## src/rtl/gpregs_pkg.sv

```systemverilog
// Shared definitions for the general-purpose register file and its scoreboard.
package gpregs_pkg;

  localparam int REG_ZERO       = 0;
  localparam int RV32E_NUM_REGS = 16;

  // Register address width for a given register count (at least one bit).
  function automatic int addr_w(input int num_regs);
    return (num_regs > 1) ? $clog2(num_regs) : 1;
  endfunction

  // Bit offset of one port's field inside a flattened multi-port bus.
  function automatic int port_lsb(input int port, input int field_w);
    return port * field_w;
  endfunction

  // True when an address names a physically present register.
  function automatic logic reg_in_range(input int unsigned idx, input int unsigned num_regs);
    return idx < num_regs;
  endfunction

endpackage

```

## src/rtl/gpregs_scoreboard.sv

```systemverilog
// Per-register busy bits: issue reserves a destination, writeback releases it.
// Issue has priority over a same-cycle clear so a fresh reservation is never lost.
module gpregs_scoreboard
  import gpregs_pkg::*;
#(
  parameter int NUM_REGS = 32,
  parameter int NUM_READ = 2,
  parameter int ZERO_REG = 1,
  parameter int BYPASS   = 1,
  parameter int ADDR_W   = addr_w(NUM_REGS)
) (
  input  logic                       clk,
  input  logic                       rst,
  input  logic [NUM_READ*ADDR_W-1:0] read_addr,
  input  logic                       issue_valid,
  input  logic [ADDR_W-1:0]          issue_rd,
  input  logic                       wb_enable,
  input  logic [ADDR_W-1:0]          wb_rd,
  output logic                       issue_ready,
  output logic [NUM_READ-1:0]        read_busy,
  output logic [NUM_REGS-1:0]        busy_vec
);

  logic [NUM_REGS-1:0] busy_q;
  logic [NUM_REGS-1:0] busy_d;
  logic [ADDR_W-1:0]   rd_addr [NUM_READ];
  logic                wb_live;

  // Register 0 (when hardwired) and out-of-range addresses never hold a reservation.
  function automatic logic trackable(input logic [ADDR_W-1:0] a);
    return reg_in_range(32'(a), NUM_REGS) && !((ZERO_REG != 0) && (a == ADDR_W'(REG_ZERO)));
  endfunction

  // A writeback presented while reset is held is discarded, including its forwarding effect.
  assign wb_live  = wb_enable && !rst;
  assign busy_vec = busy_q;

  // Split the flattened read address bus into per-port addresses.
  always_comb begin
    for (int i = 0; i < NUM_READ; i++) begin
      rd_addr[i] = read_addr[port_lsb(i, ADDR_W) +: ADDR_W];
    end
  end

  // Readiness looks only at registered busy state, keeping writeback off this path.
  always_comb begin
    issue_ready = 1'b1;
    if (trackable(issue_rd)) begin
      issue_ready = !busy_q[issue_rd];
    end
  end

  // Next busy state: clear on writeback first, then set on accepted issue.
  always_comb begin
    busy_d = busy_q;
    if (wb_enable && trackable(wb_rd)) begin
      busy_d[wb_rd] = 1'b0;
    end
    if (issue_valid && issue_ready && trackable(issue_rd)) begin
      busy_d[issue_rd] = 1'b1;
    end
  end

  // Per-port busy view, with a same-cycle writeback treated as already retired when forwarding.
  always_comb begin
    read_busy = '0;
    for (int i = 0; i < NUM_READ; i++) begin
      if (trackable(rd_addr[i])) begin
        read_busy[i] = busy_q[rd_addr[i]];
        if ((BYPASS != 0) && wb_live && (wb_rd == rd_addr[i])) begin
          read_busy[i] = 1'b0;
        end
      end
    end
  end

  // Busy bit register.
  always_ff @(posedge clk or posedge rst) begin
    if (rst) begin
      busy_q <= '0;
    end else begin
      busy_q <= busy_d;
    end
  end

endmodule

```

## src/rtl/gpregs_sb.sv

```systemverilog
// General-purpose register file: N combinational read ports, one writeback port,
// optional writeback-to-read forwarding, and an integrated busy scoreboard.
module gpregs_sb
  import gpregs_pkg::*;
#(
  parameter int REG_DATA_WIDTH = 32,
  parameter int NUM_REGS       = 32,
  parameter int NUM_READ       = 2,
  parameter int ZERO_REG       = 1,
  parameter int BYPASS         = 1,
  parameter int ADDR_W         = addr_w(NUM_REGS)
) (
  input  logic                               CLK,
  input  logic                               RESET,
  input  logic [NUM_READ*ADDR_W-1:0]         read_addr,
  output logic [NUM_READ*REG_DATA_WIDTH-1:0] dout,
  output logic [NUM_READ-1:0]                read_busy,
  input  logic                               issue_valid,
  input  logic [ADDR_W-1:0]                  issue_rd,
  output logic                               issue_ready,
  input  logic                               wb_enable,
  input  logic [ADDR_W-1:0]                  wb_rd,
  input  logic [REG_DATA_WIDTH-1:0]          wb_data,
  output logic [NUM_REGS-1:0]                busy_vec
);

  logic [REG_DATA_WIDTH-1:0] regs_q [NUM_REGS];
  logic [REG_DATA_WIDTH-1:0] regs_d [NUM_REGS];
  logic [ADDR_W-1:0]         rd_addr [NUM_READ];
  logic                      wb_writable;

  // Addresses backed by real storage; register 0 reads as zero when hardwired.
  function automatic logic readable(input logic [ADDR_W-1:0] a);
    return reg_in_range(32'(a), NUM_REGS) && !((ZERO_REG != 0) && (a == ADDR_W'(REG_ZERO)));
  endfunction

  assign wb_writable = wb_enable && readable(wb_rd);

  // Split the flattened read address bus into per-port addresses.
  always_comb begin
    for (int i = 0; i < NUM_READ; i++) begin
      rd_addr[i] = read_addr[port_lsb(i, ADDR_W) +: ADDR_W];
    end
  end

  // Next storage contents: at most one register changes per cycle.
  always_comb begin
    regs_d = regs_q;
    if (wb_writable) begin
      regs_d[wb_rd] = wb_data;
    end
  end

  // Register storage.
  always_ff @(posedge CLK or posedge RESET) begin
    if (RESET) begin
      regs_q <= '{default: '0};
    end else begin
      regs_q <= regs_d;
    end
  end

  // Read muxing with optional forwarding of the writeback being presented this cycle.
  always_comb begin
    dout = '0;
    for (int i = 0; i < NUM_READ; i++) begin
      if (readable(rd_addr[i])) begin
        dout[port_lsb(i, REG_DATA_WIDTH) +: REG_DATA_WIDTH] = regs_q[rd_addr[i]];
      end
      if ((BYPASS != 0) && wb_writable && !RESET && (wb_rd == rd_addr[i])) begin
        dout[port_lsb(i, REG_DATA_WIDTH) +: REG_DATA_WIDTH] = wb_data;
      end
    end
  end

  gpregs_scoreboard #(
    .NUM_REGS (NUM_REGS),
    .NUM_READ (NUM_READ),
    .ZERO_REG (ZERO_REG),
    .BYPASS   (BYPASS),
    .ADDR_W   (ADDR_W)
  ) u_scoreboard (
    .clk         (CLK),
    .rst         (RESET),
    .read_addr   (read_addr),
    .issue_valid (issue_valid),
    .issue_rd    (issue_rd),
    .wb_enable   (wb_enable),
    .wb_rd       (wb_rd),
    .issue_ready (issue_ready),
    .read_busy   (read_busy),
    .busy_vec    (busy_vec)
  );

endmodule

```

## config.mk

```make
export PLATFORM = sky130hd
export DESIGN_NAME = gpregs_sb
export DESIGN_NICKNAME = d
export VERILOG_FILES = /design/src/rtl/gpregs_pkg.sv /design/src/rtl/gpregs_scoreboard.sv /design/src/rtl/gpregs_sb.sv
export SDC_FILE = /design/constraint.sdc
export NUM_CORES = 2
export LEC_CHECK = 0
export CAP_MARGIN = 25
export CORE_ASPECT_RATIO = 1.2
export CORE_MARGIN = 2
export CORE_UTILIZATION = 65
export DETAILED_ROUTE_END_ITERATION = 7
export DONT_BUFFER_PORTS = 1
export PLACE_DENSITY = 0.89
export SLEW_MARGIN = 15
export SYNTH_ARGS = -nofsm -noshare
export SYNTH_HDL_FRONTEND = slang
export SYNTH_SLANG_ARGS = --single-unit
```

## constraint.sdc

```tcl
create_clock -name CLK -period 50.6 [get_ports CLK]
set_clock_uncertainty 0.2 [all_clocks]
set_input_delay 15.18 -clock CLK [delete_from_list [all_inputs] [get_ports CLK]]
set_output_delay 15.18 -clock CLK [all_outputs]
set_load 0.02 [all_outputs]
```

=== After elaboration in Yosys (flattened, before gate mapping) ===
Cells that the tools add are included.

* Bits in registers: 1056
* Input port bits: 56
* Output and inout bits: 99
* Logic and storage cells: 101

* $lt $le $gt $ge: 10
* Equality and inequality tests: 2
* Multiplexer cells: 30
* Bitwise operators: 6
* Reduce and logical (&&, ||, !) cells: 20

{| class="wikitable"
|+ Operators by type and width
! cell !! count
|-
| $bwmux 1024 || 1
|-
| $mux 32 || 11
|-
| $bmux 32 s5 || 2
|-
| $demux 32 s5 || 1
|-
| $and 32x32->32 || 1
|-
| $not 32->32 || 1
|-
| $or 32x32->32 || 1
|-
| $lt 5x6->1 const B || 4
|-
| $logic_not 5->1 || 4
|-
| $ge 6x6->1 const B || 3
|-
| $not 5->6 || 3
|-
| $bmux 1 s5 || 3
|-
| $logic_and 1x1->1 || 12
|-
| $demux 1 s5 || 2
|-
| $eq 5x5->1 || 2
|-
| $ge 5x1->1 const B || 2
|-
| $mux 1 || 10
|-
| $lt 6x1->1 const B || 1
|-
| $logic_not 1->1 || 4
|}

=== Longest topological paths before layout ===
* Word-level depth: 9
* Mapped depth: 10
* Gate-level depth less buffers: 5

=== By module ===
From an unflattened synthesis, not the netlist that was laid out.

* Cells, all modules: 4195
* Area, all modules: 57737.9 um^2

{| class="wikitable"
|+ By module, submodules not included
! module !! instances !! cells an instance !! area each (um^2) !! sequential area each (um^2)
|-
| gpregs_sb || 1 || 3980 || 55371.9 || 25624.6
|-
| gpregs_scoreboard || 1 || 215 || 2366.0 || 800.8
|}

=== Worst setup path after synthesis ===
Ideal clock, no wire load.

* Path kind: input to output
* Start: in read_addr[5]
* End: out dout[44]
* Arrival: 17.251 ns
* Data required time: 35.220 ns
* Setup slack: 17.969 ns
* Cell stages on the path: 7
* Cell sequence: buf_4 -> buf_2 -> buf_1 -> mux4_2 -> a22oi_1 -> nand2_1 -> a221o_1

* Cells in the longest elaborated chain, start to end: 6
* Elaborated cells between the ends (all ways): 9
* Classes of those cells: eq/ne: 1; mux: 5; bitwise: 1; reduce/logical: 2

{| class="wikitable"
|+ RTL lines
! item !! line !! RTL
|-
| start, declared || gpregs_sb.sv:15 || <nowiki>input logic [NUM_READ*ADDR_W-1:0] read_addr,</nowiki>
|-
| $not 5->6 (implied by the code) || gpregs_sb.sv:68 || <nowiki>dout[port_lsb(i, REG_DATA_WIDTH) +: REG_DATA_WIDTH] = regs_q[rd_addr[i]];</nowiki>
|-
| $bmux 32 s5 || gpregs_sb.sv:68 ||
|-
| $mux 32 (implied by the code) (2 in series) || gpregs_sb.sv:68 ||
|-
| $mux 32 || gpregs_sb.sv:67 || <nowiki>if (readable(rd_addr[i])) begin</nowiki>
|-
| $mux 32 (*) || gpregs_sb.sv:70 || <nowiki>if ((BYPASS != 0) && wb_writable && !RESET && (wb_rd == rd_addr[i])) begin</nowiki>
|-
| end, declared || gpregs_sb.sv:16 || <nowiki>output logic [NUM_READ*REG_DATA_WIDTH-1:0] dout,</nowiki>
|}

Every way passes the cells marked *; elsewhere a longest branch is shown, timed or not. The select of a mux whose other input is x is not followed.

=== Worst setup path in the final report ===
* Start: in wb_rd[2]
* End: out dout[42]

* Cells in the longest elaborated chain, start to end: 6
* Elaborated cells between the ends (all ways): 7
* Classes of those cells: eq/ne: 1; mux: 1; reduce/logical: 5

{| class="wikitable"
|+ RTL lines
! item !! line !! RTL
|-
| start, declared || gpregs_sb.sv:22 || <nowiki>input logic [ADDR_W-1:0] wb_rd,</nowiki>
|-
| $logic_not 5->1 || gpregs_sb.sv:34 || <nowiki>return reg_in_range(32'(a), NUM_REGS) && !((ZERO_REG != 0) && (a == ADDR_W'(REG_ZERO)));</nowiki>
|-
| $logic_not 1->1 || gpregs_sb.sv:34 ||
|-
| $logic_and 1x1->1 || gpregs_sb.sv:37 || <nowiki>assign wb_writable = wb_enable && readable(wb_rd);</nowiki>
|-
| $logic_and 1x1->1 || gpregs_sb.sv:70 ||
|-
| $logic_and 1x1->1 (*) || gpregs_sb.sv:70 ||
|-
| $mux 32 (*) || gpregs_sb.sv:70 ||
|}

Every way passes the cells marked *; elsewhere a longest branch is shown, timed or not.

==> flow_summary.toml <==
[status]
status = "completed"

[final_layout]
finalNetCount = 3756
n_fill_cell = 5184
drive_above_1_share_pct = 45.0
syn_to_final_growth_pct = 6.86

[synth]
netlist_instances = 3976
syn_nets = 4032
synth_edf_count = 0
synthAdderAreaFrac_pct = 0
synthXorXnorAreaFrac_pct = 0.154
muxShareOfSynthArea_pct = 40.8
async_flop_share_pct = 100
synthFlopType = "dfrtp_1"
synth-compound-area-share_pct = 6.91
syn_area_per_cell_um2 = 14.3
ys_warn_count = 0
yosysSeqAreaShare_pct = 46.5
syn-cell-area_um2 = 56800
yosys.area_share.simple_pct = 2.19
synth_seq_cells = 1056
ys_types = 51
synth_top_family_by_area = "multiplexers"

[placed_design]
place_congestion = 0.867
place_ws_ns = 17.34
io_buffers = 0
hpwl_mm = 91.1

[cts]
htreeDepth = 3
clock_latency_ns = 0.72
cts_setup_buffers = 0
cts-root-buf = "clkbuf_16"
clkTransAtPathRegs_ns = 0.06
cts.sinks = 1056
cts-resized-gates = 0
clockBufferDepth = 3
cts_inserted_buffers = 100
cts_hold_buf = 0
cts_tree = "done"

[sta]
min_period_ns = 33.44
hold_viol = 0
setup_ws_ns = 17.16
fin_crit_sh_pct = 66.1
drv_slew = 0
worstMarginPinSlew_ns = 1.30
rsz0062_at_grt = "no"
setup-tns-final_ns = 0
finalSetupViolCount = 0
timing.fmax_mhz = 29.9
slew_headroom_pct = 13.3

[worst_setup_path]
cp-startpoint = "wb_rd[2]"
crit-reg2reg-launch = "u_scoreboard.busy_vec[10]$_DFF_PP0_"
crit_fanout = 21
crit_arrival_ns = 18.06
startpoint_type = "primary input"
critPathKind = "in -> out"
critPathRequiredTime_ns = 35.22
critPathCaptureType = "output port"

[route]
post-route-drc-count = 0
dr.pass1.iters = 6
ant_nets = 0
drt-total-wl_mm = 176
vias_per_cell = 8.05
wl_per_cell_um = 35.8
vias = 39600
drt-initial-drc-count = 5492

[global_route]
grt_usage_pct = 39.4
grt-ovfl-total = 0
grt_first_pass_wirelength_mm = 261
antenna_found_initial = 3
grt_pass1_vias = 40700
grt_max_degree = 335

[power]
peakVddDrop_v = 0.0000327
power_density_nw_per_um2 = 39.6
static-leakage-power_nw = 26.3

[floorplanning]
dieWidth_um = 274
num_rows = 118
start_util_pct = 65.8
die_h_um = 328
boundaryPins = 155
die-area_um2 = 89800
core_um2 = 86400

[worst_hold_path]
hp-class = "reg -> reg"
min_from = "regs_q[1010]$_DFFE_PP0P_"

[run]
drv_cap = 0
power by group:
group / switching (mW) / internal (mW) / total [mW]
Combinational: 0.192 / 0.284 / 0.476
Clock: 0.344 / 0.437 / 0.781
Sequential: 0.141 / 1.01 / 1.15
Total: 0.677 / 1.73 / 2.40
final cells by class:
class	count	area, um2	share of cell area [%]
flip-flops and latches	1056	26400	43.5
clock buffers	151	3010	4.95
repair buffers	77	728	1.20
clock inverters	30	370	0.610
well taps	1140	1430	2.35
multi-input cells	2456	28700	47.3
inverters	9	41.3	0.0680
diodes	5	12.5	0.0206
final timing paths:
check | to | slack, ns | depth (start not counted)
min | regs_q[1010]$_DFFE_PP0P_ | 0.20 | 0
max reg2reg | u_scoreboard.busy_vec[22]$_DFF_PP0_ | 48.20 | 6
max | dout[42] | 17.16 | 6
min in group asynchronous | regs_q[565]$_DFFE_PP0P_ | 14.28 | 1
max in group asynchronous | regs_q[673]$_DFFE_PP0P_ | 32.31 | 7
min reg2reg | regs_q[1010]$_DFFE_PP0P_ | 0.20 | 0
metal layers:
layer	track usage, %	wire (um)	vias up
li1	-	-	14900
met1	50.1	59100	20500
met2	57.1	78400	3263
met5	0	0	-
met4	27.1	13900	0
met3	13.8	24700	922
synth_stat cells, types with 5 or more instances:
cell,instances,area (um2)
clkbuf_1,260,976
nor2b_1,11,68.8
a22o_1,11,96.3
buf_4,13,97.6
buf_2,131,656
xnor2_1,10,87.6
and3b_1,5,43.8
nor2_1,44,165
inv_1,6,22.5
nand2b_1,18,113
a32o_1,14,140
o22ai_1,10,62.6
a22oi_1,143,1070
o21ai_0,62,310
a21oi_1,69,345
mux2i_1,272,2720
nand3_1,18,90.1
a221o_1,38,380
nand2_1,73,274
a21o_1,6,45.0
a211oi_1,11,82.6
or2_2,7,43.8
o311ai_0,6,52.6
a211o_1,23,201
and3_1,5,31.3
mux4_2,411,9260
a221oi_1,118,1030
nor3b_1,13,97.6
mux2_2,991,11200
buf_1,49,184
nor3_1,32,160
dfrtp_1,1056,26400
logic make-up (layout without fill, tap and decap cells):
family                 count (synthesis)  count (layout)
XOR/XNOR                              10              10
multiplexers                        1675            1675
buffers and inverters                464             267
other                                  0               5
AO/OA/AOI/OAI                        525             525
AND/OR/NAND/NOR                      246             246
flip-flops                          1056            1056
layout by cell type (no fill, tap or decap), types with 5 or more instances in the layout:
cell       netlist  routed
nand3_1         18      18
mux2i_1        272     272
a22o_1          11      11
nor2_1          44      22
mux4_2         411     411
o21ai_0         62      62
a22oi_1        143     143
buf_4           13      67
bufinv_16        0       5
or2_2            7       7
dfrtp_1       1056    1056
diode_2          0       5
inv_1            6       5
a32o_1          14      14
and3_1           5       5
a21oi_1         69      69
a221o_1         38      38
o311ai_0         6       6
nand2_2          0      15
nor3b_1         13      13
a211oi_1        11      11
mux2_2         991     991
clkbuf_1       260      22
nand2b_1        18      18
buf_16           0       6
nor2_4           0      22
nor3_1          32      31
nand2_1         73      58
clkbuf_8         0      27
xnor2_1         10      10
o22ai_1         10      10
clkinv_2         0      14
and3b_1          5       5
a221oi_1       118     118
a211o_1         23      23
nor2b_1         11       5
a21o_1           6       6
clkbuf_16        0     102
state kept, by name (all words and copies together), names as in the netlist:
signal and count:
u_scoreboard.busy_vec 32, regs_q 1024
stage by stage:
step                      instances  total power, mW  instance area [um2]  util [%]  hold WS (ns)
after global placement         4729             1.57                57100      66.1         0.176
final                          4924             2.40                60700      70.3         0.198
after global routing           4919             2.48                60700      70.3         0.208
after floorplan                3976             1.52                56800         -         0.241
after detailed placement       4730             1.61                57100      66.1         0.184
after CTS                      4911             2.38                60500      70.0         0.199
critical path, stage by stage:
cell,delay (ns)
or3_1,0.38
o311ai_1,0.78
o21a_2,0.59
buf_4,0.53
o311ai_0,0.24
nand3_1,0.31
Note: power is estimated with default switching activity, not from simulation.
